**src/rtl/riscv_pkg.sv**
```systemverilog
// Shared RISC-V core definitions: register address width, register count,
// default data width and the register address type.
package riscv_pkg;

    localparam int REG_ADDR_W = 5;
    localparam int NUM_REGS   = 32;
    localparam int XLEN       = 32;

    typedef logic [REG_ADDR_W-1:0] reg_addr_t;

endpackage

```
**src/rtl/rr_arbiter.sv**
```systemverilog
// Round-robin arbiter: grants the first request at or after the pointer.
// Ports: clk, rst (async high), req[N], advance (grant taken), grant[N] one-hot.
module rr_arbiter #(
    parameter int N = 3
) (
    input  logic         clk,
    input  logic         rst,
    input  logic [N-1:0] req,
    input  logic         advance,
    output logic [N-1:0] grant
);

    localparam int PW = (N > 1) ? $clog2(N) : 1;

    logic [PW-1:0] ptr;
    logic [PW-1:0] gidx;
    logic          found;

    always_comb begin
        int idx;
        grant = '0;
        gidx  = '0;
        found = 1'b0;
        idx   = 0;
        for (int k = 0; k < N; k++) begin
            idx = int'(ptr) + k;
            if (idx >= N) begin
                idx = idx - N;
            end
            if (!found && req[idx]) begin
                grant[idx] = 1'b1;
                gidx       = PW'(idx);
                found      = 1'b1;
            end
        end
    end

    always_ff @(posedge clk or posedge rst) begin
        if (rst) begin
            ptr <= '0;
        end else if (advance && found) begin
            if (gidx == PW'(N - 1)) begin
                ptr <= '0;
            end else begin
                ptr <= gidx + PW'(1);
            end
        end
    end

endmodule

```
**src/rtl/riscv_wb_arbiter.sv**
```systemverilog
// Writeback arbiter: shares the regfile write port between NUM_REQ sources
// round-robin, registers the winning write, and keeps a pending-write
// scoreboard for decode hazard checks.
// Ports: clk_in, rst_in (async high); req_valid_in/req_rd_in/req_wd_in and
// req_ready_out per requester; issue_valid_in/issue_rd_in set busy bits;
// flush_in clears them; ra_in/rb_in -> ra_busy_out/rb_busy_out;
// write_enable_out/rd_out/wd_out drive the register file.
module riscv_wb_arbiter #(
    parameter int NUM_REQ = 3,
    parameter int XLEN    = riscv_pkg::XLEN
) (
    input  logic                    clk_in,
    input  logic                    rst_in,
    input  logic [NUM_REQ-1:0]      req_valid_in,
    input  logic [NUM_REQ*5-1:0]    req_rd_in,
    input  logic [NUM_REQ*XLEN-1:0] req_wd_in,
    output logic [NUM_REQ-1:0]      req_ready_out,
    input  logic                    issue_valid_in,
    input  logic [4:0]              issue_rd_in,
    input  logic                    flush_in,
    input  logic [4:0]              ra_in,
    input  logic [4:0]              rb_in,
    output logic                    ra_busy_out,
    output logic                    rb_busy_out,
    output logic                    write_enable_out,
    output logic [4:0]              rd_out,
    output logic [XLEN-1:0]         wd_out
);

    import riscv_pkg::*;

    logic [NUM_REQ-1:0]  grant;
    logic                transfer;
    reg_addr_t           sel_rd;
    logic [XLEN-1:0]     sel_wd;
    logic [NUM_REGS-1:1] busy_q;
    logic [NUM_REGS-1:0] busy;

    rr_arbiter #(
        .N(NUM_REQ)
    ) u_rr (
        .clk     (clk_in),
        .rst     (rst_in),
        .req     (req_valid_in),
        .advance (transfer),
        .grant   (grant)
    );

    assign req_ready_out = rst_in ? '0 : grant;
    assign transfer      = |(req_valid_in & req_ready_out);

    always_comb begin
        sel_rd = '0;
        sel_wd = '0;
        for (int i = 0; i < NUM_REQ; i++) begin
            if (grant[i]) begin
                sel_rd = req_rd_in[REG_ADDR_W*i +: REG_ADDR_W];
                sel_wd = req_wd_in[XLEN*i +: XLEN];
            end
        end
    end

    // Writes to x0 are consumed but leave the port idle and rd/wd untouched.
    always_ff @(posedge clk_in or posedge rst_in) begin
        if (rst_in) begin
            write_enable_out <= 1'b0;
            rd_out           <= '0;
            wd_out           <= '0;
        end else begin
            write_enable_out <= transfer && (sel_rd != '0);
            if (transfer && (sel_rd != '0)) begin
                rd_out <= sel_rd;
                wd_out <= sel_wd;
            end
        end
    end

    // A same-cycle issue beats the retiring write: a newer writer is pending.
    always_ff @(posedge clk_in or posedge rst_in) begin
        if (rst_in) begin
            busy_q <= '0;
        end else if (flush_in) begin
            busy_q <= '0;
        end else begin
            for (int r = 1; r < NUM_REGS; r++) begin
                if (issue_valid_in && issue_rd_in == reg_addr_t'(r)) begin
                    busy_q[r] <= 1'b1;
                end else if (write_enable_out && rd_out == reg_addr_t'(r)) begin
                    busy_q[r] <= 1'b0;
                end
            end
        end
    end

    assign busy        = {busy_q, 1'b0};
    assign ra_busy_out = busy[ra_in];
    assign rb_busy_out = busy[rb_in];

endmodule

```
**config.mk**
```make
export PLATFORM = sky130hd
export DESIGN_NAME = riscv_wb_arbiter
export DESIGN_NICKNAME = d
export VERILOG_FILES = /design/src/rtl/riscv_pkg.sv /design/src/rtl/rr_arbiter.sv /design/src/rtl/riscv_wb_arbiter.sv
export SDC_FILE = /design/constraint.sdc
export NUM_CORES = 1
export LEC_CHECK = 0
export ABC_AREA = 1
export CORE_MARGIN = 5
export CORE_UTILIZATION = 41
export CTS_CLUSTER_DIAMETER = 150
export CTS_CLUSTER_SIZE = 10
export DETAILED_ROUTE_END_ITERATION = 6
export GPL_TIMING_DRIVEN = 0
export PLACE_DENSITY = 0.7
export SLEW_MARGIN = 40
export SYNTH_ARGS = -nofsm -noshare
export SYNTH_HDL_FRONTEND = slang
export SYNTH_HIERARCHICAL = 1
export SYNTH_SLANG_ARGS = --single-unit
```
**constraint.sdc**
```tcl
create_clock -name clk_in -period 3.3 [get_ports clk_in]
set_input_delay 0.33 -clock clk_in [delete_from_list [all_inputs] [get_ports clk_in]]
set_output_delay 0.33 -clock clk_in [all_outputs]
set_load 0.02 [all_outputs]
```
# Yosys cells after proc, flatten, opt, wreduce, memory -nomap -nowiden

Index checks and enable logic that the tools add are counted.

Word-level logic and storage cells: 324
Latch bits: 0
Memory bits (writable): 0
Flip-flop bits (word level): 71
Input port bits: 133
Memories kept: 0
Bits in read-only memories: 0

Shifts and indexed selects: 0
Order comparisons: 11
Equality and inequality tests: 63
Reduce and logical (&&, ||, !) cells: 104
Bitwise operators: 3
Div/mod/pow operators: 0
Add/sub/neg operators: 6
$mul: 0
Muxes and demuxes: 102

Operator list:

| operator                | number |
|---|---|
| $mux W32                | 6 |
| $eq A5 B5 Y1 const B    | 32 |
| $ge A32 B1 Y1 const B   | 3 |
| $lt A32 B4 Y1 const B   | 3 |
| $reduce_bool A3 Y1      | 31 |
| $eq A5 B4 Y1 const B    | 16 |
| $mux W1                 | 76 |
| $logic_and A1 B1 Y1     | 69 |
| $ge A32 B3 Y1 const B   | 2 |
| $sub A32 B3 Y32 const B | 2 |
| $eq A5 B3 Y1 const B    | 8 |
| $mux W31                | 1 |
| $eq A5 B2 Y1 const B    | 4 |
| $mux W5                 | 3 |
| $lt A5 B6 Y1 const B    | 2 |
| $mux W3                 | 4 |
| $bmux W1 S5             | 2 |
| $eq A5 B1 Y1 const B    | 2 |
| $mux W2                 | 4 |
| $bmux W1 S2             | 3 |
| $demux W1 S2            | 3 |
| $or A3 B3 Y3            | 2 |
| $reduce_bool A5 Y1      | 1 |
| $add A2 B1 Y3 const B   | 1 |
| other kinds (8)         | 9 |

# Depth between registers and ports, before layout

Gate-level depths: netlist of run 1.

Word-level depth: 17
Gate-level depth with buffers: 21
Mapped depth without buffers: 20

# Cells and area by module

The synthesis of run 1 kept the hierarchy.

Modules (own cells, without submodules):

| module           | instances | sequential area each (um2) | cells an instance | area an instance (um2) |
|---|---|---|---|---|
| riscv_wb_arbiter | 1         | 1726.7                     | 700               | 4459.3 |
| rr_arbiter       | 1         | 50.0                       | 68                | 387.9 |

# Worst setup path before layout of run 1

OpenSTA, ideal clock, no wires.

Kind: in2reg
Start: in rst_in
End: reg wd_out[11]
Path buffers: 2
Slack: 414 ps
Library setup time: 66 ps
Stages: 8
Required time: 3234 ps
Data arrival time: 2820 ps
Cell sequence: inv_1 -> and3_1 -> nor2_1 -> inv_1 -> clkbuf_4 -> clkbuf_1 -> nand3_1 -> nand2_1

Cells in the longest elaborated chain, start to end: 4

RTL lines:

| element                | RTL line               | RTL |
|---|---|---|
| start: declaration     | riscv_wb_arbiter.sv:13 | `input logic rst_in,` |
| $mux W3                | riscv_wb_arbiter.sv:49 | `assign req_ready_out = rst_in ? '0 : grant;` |
| $and A3 B3 Y3          | riscv_wb_arbiter.sv:50 | `assign transfer = \|(req_valid_in & req_ready_out);` |
| $reduce_or A3 Y1       | riscv_wb_arbiter.sv:50 |  |
| $logic_and A1 B1 Y1    | riscv_wb_arbiter.sv:71 | `if (transfer && (sel_rd != '0)) begin` |
| end signal: assignment | riscv_wb_arbiter.sv:73 | `wd_out <= sel_wd;` |
| end: declaration       | riscv_wb_arbiter.sv:27 | `output logic [XLEN-1:0] wd_out` |

No other way between the ends.
A chain may end at the register's enable or synchronous reset.

# Final worst setup path of run 1

Start: reg u_rr.ptr[0]
End: out req_ready_out[2]

Cells in the longest elaborated chain, start to end: 13

RTL lines:

| element                                                  | RTL line               | RTL |
|---|---|---|
| start: declaration                                       | rr_arbiter.sv:15       | `logic [PW-1:0] ptr;` |
| start signal: assignment                                 | rr_arbiter.sv:45       | `ptr <= gidx + PW'(1);` |
| branches (longest 11 deep; another with $sub A32 B3 Y32) | n/a                    |  |
| $mux W3 *                                                | rr_arbiter.sv:30       | `if (!found && req[idx]) begin` |
| named net grant[2]                                       | riscv_wb_arbiter.sv:32 | `logic [NUM_REQ-1:0] grant;` |
| $mux W3 *                                                | riscv_wb_arbiter.sv:49 |  |
| end: declaration                                         | riscv_wb_arbiter.sv:17 | `output logic [NUM_REQ-1:0] req_ready_out,` |

Mark *: on every way through the listed nets, which the timed path passes. The select of a mux whose other input is x is not followed.

==> out/qor.yml, run 1 <==
ys_types: 29
cp-end-kind: "output pin"
dieArea_um2: 14100
die_y_um: 119
area_delta_synth_final_pct: 47.0
grt_max_degree: 50
synth_seq_area_share_pct: 36.7
drt_iter0_markers: 385
synth_top_area_share_pct: 36.7
synth_area_leaders: "dfrtp_1, nand2_1, a21oi_1"
cts.sinks: 71
vdd_drop_max_mv: 0.584
min_path_type: "primary input to asynchronous set/reset pin"
criticalPathCategory: "flop to output pin"
cts_inserted_buffers: 9
hold_buffers: 0
ys.flop_type: "dfrtp_1"
cp_slowest_stage_delay_ns: 0.42
fmax_ghz: 0.325
grt_pass1_vias: 5818
final-hold-violation-count: 0
clock-root-buffer: "clkbuf_16"
tightest_slew_ns: 0.556
async_flop_share_pct: 100
final_layout_size_suffix_gt1_share_pct: 5.75
crit_fanout: 10
initial_core_util_pct: 42.1
fin_worst_skew_ns: 0.00597
clk_pin_slew_worst_paths_ns: 0.06
rows: 39
finalNonFillerCells: 1099
min_period_ns: 3.08
htreeDepth: 3
synth_fp_nets: 905
die_w_um: 119
maxCapViolCount: 0
critPathLaunchType: "flop"
dp_hpwl_mm: 14.0
status: "finished, final reports clean"
crit_path_top_delay_cell: "ha_1"
path_cells: "inv_1 > ha_1 > inv_2 > nand2_1 > nand2_2 > a31oi_1 > nand2_1 > inv_2 > buf_6 > clkbuf_1 > nor2_1 > dlygate4sd2_1"
slew_violations: 0
drc: 0
num_io_pins: 176
cts_tree: "done"
rsz0062_at_grt: "no"
p_per_area_nw_per_um2: 885
syn_inst: 768
portBuffers: 171
fin_crit_sh_pct: 93.3
antenna_found_initial: 0
avgSynthCellArea_um2: 6.31
core-area_um2: 11500
num-nets-final: 1088
routabilityCongestion: 1.04
wirelength_mm: 17.4
arrival_ns: 2.75
syn_area_um2: 4850
worstPathRequired_ns: 2.97
mostFrequentLayoutCells: "nand2_1, clkdlybuf4s50_1, a21oi_1, nand3_1, dfrtp_1"
wl_per_cell_um: 15.8
viasPerCell: 5.27
num_vias: 5795
dp.cells: 1083
setup_viol: 0
cts_buffer_depth: 2
gr-total-overflow: 0
grt_pass1_wl_mm: 28.3
synth-edff-count: 0
ant_nets: 0
diodes: 0
place_area_um2: 6770
insertion_delay_ns: 0.33
grt_usage_pct: 24.5
r2r_slack_ns: 0.26
slew_headroom_pct: 62.9
synth-seq-cells: 71
leakage_nw: 3.29
yosys.area.top_type: "dfrtp_1"
dr.pass1.iters: 5
mostFrequentLayoutCell: "nand2_1"
stdcell_area_um2: 7120
yosys_warnings: 6
cell type report:
cell class	instances	area [um2]
fill	1056	4390
multi-input combinational	604	2680
sequential	71	1780
timing repair buffer	172	1740
clock buffer	9	225
inverter	52	200
buffer	41	199
tap	143	179
clock inverter	7	119
cells in the mapped netlist (4+ instances only):
cell        n
dfrtp_1    71
nand2_1   280
o211ai_1    6
nand2_2     5
nand3_1    97
o21ai_0    29
ha_1        4
inv_1      47
a21oi_1   100
inv_2       5
buf_2      11
nor2_1     66
clkbuf_1   24
metal layers:
| layer | routed length [um] | share of wire, % | GRT usage (%) | up-vias |
|---|---|---|---|---|
| met5 | 0 | 0 | 0 | - |
| met4 | 467 | 2.7 | 10.4 | 0 |
| met3 | 1450 | 8.3 | 7.40 | 39 |
| met2 | 8650 | 50 | 42.6 | 245 |
| met1 | 6840 | 39 | 28.0 | 2652 |
| li1 | - | - | - | 2859 |
state kept, by name (all words and copies together), names as in the netlist:
signal / cells
wd_out: 32
u_rr/ptr: 2
write_enable_out: 1
busy_q: 31
rd_out: 5
where the power goes:
part | internal [mW] | total (mW) | switching [mW]
Combinational | 1.48 | 3.92 | 2.44
Clock | 0.739 | 1.12 | 0.377
Sequential | 1.10 | 1.27 | 0.169
kinds of logic (layout without fill, tap and decap cells):
kind of cell | count (synthesis) | count (layout) | share of synthesized area (%)
and+or+nand+nor | 460 | 460 | 39.1
AOI/OAI and AO/OA | 140 | 140 | 15.1
buffers and inverters | 93 | 281 | 8.11
DFF | 71 | 71 | 36.7
adders and majority gates | 4 | 4 | 1.03
worst max-delay path: cells and delay by family (launching register included):
| kind | cells | cell delay (ns) |
|---|---|---|
| AO/OA/AOI/OAI | 1 | 0.18 |
| AND/OR/NAND/NOR | 4 | 0.36 |
| buffers and inverters | 6 | 1.06 |
| flip-flops | 1 | 0.39 |
| adder cells (fa/ha/maj) | 1 | 0.42 |
path summary, 6_finish.rpt:
| check | from | cells past startpoint | endpoint |
|---|---|---|---|
| worst max-delay path | u_rr/ptr[0] | 12 | req_ready_out[2] |
| worst min register to register | wd_out[27] | 2 | wd_out[27] |
| worst min-delay path | rst_in | 2 | u_rr/ptr[1] |
| max in group asynchronous | rst_in | 3 | busy_q[5] |
| min in group clk_in | wd_out[27] | 2 | wd_out[27] |
| worst max register to register | u_rr/ptr[0] | 20 | wd_out[24] |
stage by stage:
step	utilization, %	TNS, ns	setup slack (ns)	hold WS, ns	power (mW)
2_1_floorplan	-	0	0.414	0.0712	3.87
3_3_place_gp	58.5	-35.83	-0.910	0.455	5.13
4_1_cts	61.8	0	0.0327	0.387	6.31
3_5_place_dp	58.8	0	0.0719	0.462	5.19
5_1_grt	61.9	0	0.0219	0.411	6.83
6_report	61.9	0	0.220	0.382	6.31
what timing repair did:
action | in CTS | in global routing
resized for setup | 1 | 6
setup endpoints to repair | 1 | 38
setup buffers | 0 | 0
cloned | 0 | 0
Note: power is estimated with default switching activity, not from simulation.
==> inputs of run 2 (changes only) <==
--- a/config.mk
+++ b/config.mk
@@ -11,8 +11,9 @@
 export CTS_CLUSTER_DIAMETER = 150
 export CTS_CLUSTER_SIZE = 10
 export DETAILED_ROUTE_END_ITERATION = 6
-export GPL_TIMING_DRIVEN = 0
-export PLACE_DENSITY = 0.7
+export GPL_TIMING_DRIVEN = 1
+export PLACE_DENSITY = 0.74
+export SETUP_SLACK_MARGIN = 0.2
 export SLEW_MARGIN = 40
 export SYNTH_ARGS = -nofsm -noshare
 export SYNTH_HDL_FRONTEND = slang
==> out/qor.yml, run 2 (same netlist as run 1, synthesis figures left out) <==
status: "finished, final reports clean"
num_io_pins: 176  # unchanged
cts_buffer_depth: 2  # unchanged
p_seq_share_pct: 20.7  # +0.6 points
p_total_mw: 6.11  # -3.2%
grt_pass1_wl_mm: 26.7  # -5.5%
wl_per_cell_um: 15.6  # -1.4%
core-area_um2: 11500  # unchanged
crit_fanout: 9  # -1
cts_tree: "done"
final_layout_size_suffix_gt1_share_pct: 5.68  # -0.073 points
grt_pass1_vias: 5304  # -8.8%
clk_pin_slew_worst_paths_ns: 0.05  # about the same
num-nets-final: 1068  # -1.8%
dieArea_um2: 14100  # unchanged
clock-root-buffer: "clkbuf_16"
grt_usage_pct: 23.2  # -1.3 points
portBuffers: 175  # +2.3%
arrival_ns: 2.57  # -0.18 ns
maxCapViolCount: 0  # unchanged
insertion_delay_ns: 0.33  # about the same
reg_top3: "wd_out: 32 flops, busy_q: 31 flops, rd_out: 5 flops"
die_y_um: 119  # unchanged
p_per_area_nw_per_um2: 870  # -1.7%
cp_common_cell: "nand2_1"
area_delta_synth_final_pct: 44.8
rr_startpoint: "u_rr/ptr[0]"
stdcell_area_um2: 7020  # -1.5%
routabilityCongestion: 0.911  # -12%
die_w_um: 119  # unchanged
criticalPathCategory: "flop to output pin"
setup_viol: 0  # unchanged
postLayoutCoreUtil_pct: 61.0  # -0.91 points
gr-total-overflow: 0  # unchanged
worstPathRequired_ns: 2.97  # about the same
top_register: "wd_out"
dr.pass1.iters: 5  # unchanged
cts_inserted_buffers: 9  # unchanged
ant_nets: 0  # unchanged
vdd_drop_max_mv: 0.465  # -20%
final-hold-violation-count: 0  # unchanged
comb_power_share_pct: 65.4  # +3.2 points
fmax_ghz: 0.345  # +6.2%
rsz0062_at_grt: "no"
place_area_um2: 6740  # -0.46%
diodes: 0  # unchanged
switchingPower_mw: 2.96  # -0.68%
fin_setup_tns_ns: 0  # unchanged
min_period_ns: 2.90  # -0.179 ns
largest_register_ffs: 32  # unchanged
cp_slowest_stage_delay_ns: 0.41  # about the same
crit_path_top_delay_cell: "dfrtp_1"
fin_worst_skew_ns: 0.00549  # -0.000479 ns
tightest_slew_ns: 0.639  # +0.0829 ns
clkPwrFrac_pct: 13.9  # -3.8 points
drc: 0  # unchanged
fin_crit_sh_pct: 87.9  # -5.4 points
viasPerCell: 5.15  # -2.3%
path_cells: "inv_1 > ha_2 > inv_2 > nand2_1 > nand2_2 > nand2_2 > nor2_2 > nand2_1 > nand2_1 > a31o_2 > inv_2 > nor2_1 > dlygate4sd2_1"
htreeDepth: 3  # unchanged
min_path_type: "primary input to asynchronous set/reset pin"
dp_hpwl_mm: 13.0  # -7.5%
internal_power_mw: 3.14  # -5.5%
critPathLaunchType: "flop"
grt_max_degree: 70  # +40%
mostFrequentLayoutCells: "nand2_1, clkdlybuf4s50_1, a21oi_1, nand3_1, dfrtp_1"
num_vias: 5542  # -4.4%
slew_violations: 0  # unchanged
initial_core_util_pct: 42.1  # unchanged
antenna_found_initial: 0  # unchanged
hold_buffers: 0  # unchanged
crit_start: "u_rr/ptr[0]"
slew_headroom_pct: 57.4  # -5.5 points
leakage_nw: 3.27  # -0.76%
mostFrequentLayoutCell: "nand2_1"
rows: 39  # unchanged
switching_share_pct: 48.5  # +1.2 points
cp-end-kind: "output pin"
drt_iter0_markers: 457  # +19%
cts.sinks: 71  # unchanged
timing.hold.ws_ns: 0.337  # -0.0443 ns
wirelength_mm: 16.8  # -3.5%
==> run 2: area by class of cell <==
class	instances	area (um2)
Timing Repair Buffer	193	1920
Multi-Input combinational cell	604	2700
Fill cell	1096	4500
Sequential cell	71	1780
Clock buffer	11	243
Tap cell	143	179
Clock inverter	2	10.0
Inverter	52	195
==> run 2: timing repair <==
action	4_1_cts	5_1_grt
setup endpoints to repair	2	35
hold endpoints to repair	0	0
resized for setup	2	7
buffers inserted	0	0
cloned	0	0
==> run 2: path summary, 6_finish.rpt <==
path,end,slack [ns],cells after the start
setup / recovery,req_ready_out[1],0.40,13
hold / removal,u_rr/ptr[0],0.34,2
setup reg to reg,wd_out[26],0.43,19
hold reg to reg,wd_out[0],0.47,2
max in group asynchronous,busy_q[2],2.21,3
min in group clk_in,wd_out[0],0.47,2
==> run 2: routing by layer <==
layer,vias to the layer above,share of wire [%],track usage (%)
li1,2801,-,-
met1,2456,40,27.1
met2,241,48,39.9
met3,44,8.6,7.07
met4,0,3.2,9.27
met5,-,0,0
==> run 2: per-stage QoR <==
step / worst slack [ns] / instances
final: 0.399 / 1076
after global routing: 0.184 / 1076
after CTS: 0.157 / 1076
after detailed placement: 0.333 / 1063
after global placement: 0.378 / 1063
after floorplan: 0.414 / 768
==> run 2: power groups by stage <==
stage | logic, mW | registers [mW] | clock network, mW
global placement | 3.90 | 1.27 | 0
floorplan | 2.39 | 1.47 | 0
global route | 4.44 | 1.29 | 0.898
CTS | 3.94 | 1.27 | 0.861
finish | 3.99 | 1.26 | 0.852
detailed placement | 3.93 | 1.27 | 0
==> run 2: critical path, delay by kind of cell, from the launching register on <==
family                   cells  cell delay [ns]
buffers and inverters        4             0.63
adder cells (fa/ha/maj)      1             0.32
AND/OR/NAND/NOR              7             0.62
flip-flops                   1             0.41
AO/OA/AOI/OAI                1             0.24
==> inputs of run 3 (changes only) <==
==> constraint.sdc (replaced) <==
create_clock -name clk_in -period 3.63 [get_ports clk_in]
set_input_delay 0.363 -clock clk_in [delete_from_list [all_inputs] [get_ports clk_in]]
set_output_delay 0.363 -clock clk_in [all_outputs]
set_load 0.02 [all_outputs]
==> out/qor.yml, run 3 (same netlist as run 1, synthesis figures left out) <==
status: "finished, final reports clean"
p_per_area_nw_per_um2: 784  # -9.9%
htreeDepth: 3  # unchanged
min_period_ns: 3.31
rr_startpoint: "u_rr/ptr[0]"
fin_setup_tns_ns: 0  # unchanged
cts.sinks: 71  # unchanged
rsz0062_at_grt: "yes"
die_w_um: 119  # unchanged
postLayoutCoreUtil_pct: 60.6  # -0.37 points
grt_usage_pct: 24.1  # +0.84 points
met2_usage_pct: 42.6  # +2.7 points
place_ws_ns: 0.528  # +0.194 ns
p_total_mw: 5.47  # -10%
final-hold-violation-count: 0  # unchanged
wl_per_cell_um: 15.8  # +1.4%
fin_worst_skew_ns: 0.00588  # +0.000389 ns
core-area_um2: 11500  # unchanged
top_usage_layer: "met2"
mostFrequentLayoutCell: "nand2_1"
leakage_nw: 3.20  # -2.0%
viasPerCell: 5.17  # +0.40%
die_y_um: 119  # unchanged
wirelength_mm: 17.0  # +1.3%
crit_fanout: 12  # +3
num_io_pins: 176  # unchanged
reg_top3: "wd_out: 32 flops, busy_q: 31 flops, rd_out: 5 flops"
rows: 39  # unchanged
dp.cells: 1060  # -0.28%
grt_max_degree: 70  # unchanged
arrival_ns: 2.95  # +0.38 ns
portBuffers: 175  # unchanged
critPathLaunchType: "flop"
dp_hpwl_mm: 13.1  # +1.0%
min_path_type: "primary input to asynchronous set/reset pin"
area_delta_synth_final_pct: 43.9
drt_iter0_markers: 357  # -22%
cts_setup_buffers: 0  # unchanged
gr-total-overflow: 0  # unchanged
num_vias: 5559  # +0.31%
slew_violations: 0  # unchanged
met1_usage_pct: 27.9  # +0.80 points
r2r_slack_ns: 0.60  # +0.17 ns
fmax_ghz: 0.302
criticalPathCategory: "flop to output pin"
mostFrequentLayoutCells: "nand2_1, clkdlybuf4s50_1, a21oi_1, nand3_1, dfrtp_1"
grt_pass1_wl_mm: 27.6  # +3.1%
cp-end-kind: "output pin"
antenna_found_initial: 0  # unchanged
ant_nets: 0  # unchanged
cts_buffer_depth: 2  # unchanged
hold_buffers: 0  # unchanged
initial_core_util_pct: 42.1  # unchanged
cts_inserted_buffers: 9  # unchanged
grt_pass1_vias: 5479  # +3.3%
clock-root-buffer: "clkbuf_16"
fin_crit_sh_pct: 91.2
clk_pin_slew_worst_paths_ns: 0.05  # about the same
cts_tree: "done"
met3_usage_pct: 6.49  # -0.57 points
largest_register_ffs: 32  # unchanged
num-nets-final: 1065  # -0.28%
finalNonFillerCells: 1075  # -0.093%
dr.pass1.iters: 5  # unchanged
diodes: 0  # unchanged
dieArea_um2: 14100  # unchanged
crit_start: "u_rr/ptr[0]"
fillers: 1095  # -0.091%
top_register: "wd_out"
routabilityCongestion: 0.919  # +0.89%
vdd_drop_max_mv: 0.509  # +9.4%
setup_viol: 0  # unchanged
tightest_slew_ns: 0.666  # +0.0272 ns
layout_setup_ws_ns: 0.318  # -0.0810 ns
maxCapViolCount: 0  # unchanged
slew_headroom_pct: 55.5  # -1.9 points
final_layout_size_suffix_gt1_share_pct: 5.47  # -0.21 points
insertion_delay_ns: 0.33  # about the same
worstPathRequired_ns: 3.27  # +0.30 ns
drc: 0  # unchanged
## run 3: cell types whose count changed in the layout (fill, tap and decap cells not counted), sizes merged
cell           before  now
clkbuf             11   12
dlymetal6s2s        2    0
buf                19   16
clkinv              2    1
clkinvlp            0    2
dlygate4sd2         1    0
clkdlybuf4s50     171  174
## run 3: timing repair
| action | in CTS | in global routing |
|---|---|---|
| endpoints found under the setup margin | 0 | 10 |
| resized for setup | 0 | 1 |
| endpoints found under the hold margin | 0 | 0 |
## run 3: final timing paths
path	to	cells past startpoint
worst max register to register	wd_out[2]	20
worst min register to register	wd_out[1]	2
min in group clk_in	wd_out[1]	2
max in group asynchronous	busy_q[26]	3
worst max-delay path	req_ready_out[1]	13
worst min-delay path	u_rr/ptr[1]	2
## run 3: metal layers
layer,routed length (um),up-vias
met5,0,-
met4,482,0
met3,1310,37
met2,8440,211
met1,6800,2516
li1,-,2795
## run 3: cell type report
type / count / area [um2] / area share (%)
multi-input combinational: 604 / 2680 / 38.4
timing repair buffer: 190 / 1880 / 26.9
sequential: 71 / 1780 / 25.5
clock buffer: 12 / 246 / 3.53
inverter: 52 / 195 / 2.80
tap: 143 / 179 / 2.56
clock inverter: 3 / 20.0 / 0.287
## run 3: power by group
part           switching (mW)  internal (mW)
Clock                   0.313          0.476
Sequential              0.170           1.00
Combinational            2.18           1.33
## run 3: critical path, stage by stage (launching register included)
cell and delay [ns]:
dfrtp_1 0.40, inv_1 0.08, ha_1 0.39, inv_2 0.12, nand2_1 0.07, nand2_2 0.08
nand2_2 0.07, nor2_2 0.12, nand2_1 0.07, nand2_1 0.08, a31o_2 0.28, inv_2 0.08
nor2_1 0.15, clkdlybuf4s50_1 0.64
## run 3: per-stage QoR
step	hold WS (ns)	cell area, um2
6_report	0.380	6980
5_1_grt	0.379	6980
4_1_cts	0.360	6970
3_5_place_dp	0.458	6710
3_3_place_gp	0.454	6710
2_1_floorplan	0.104	4850
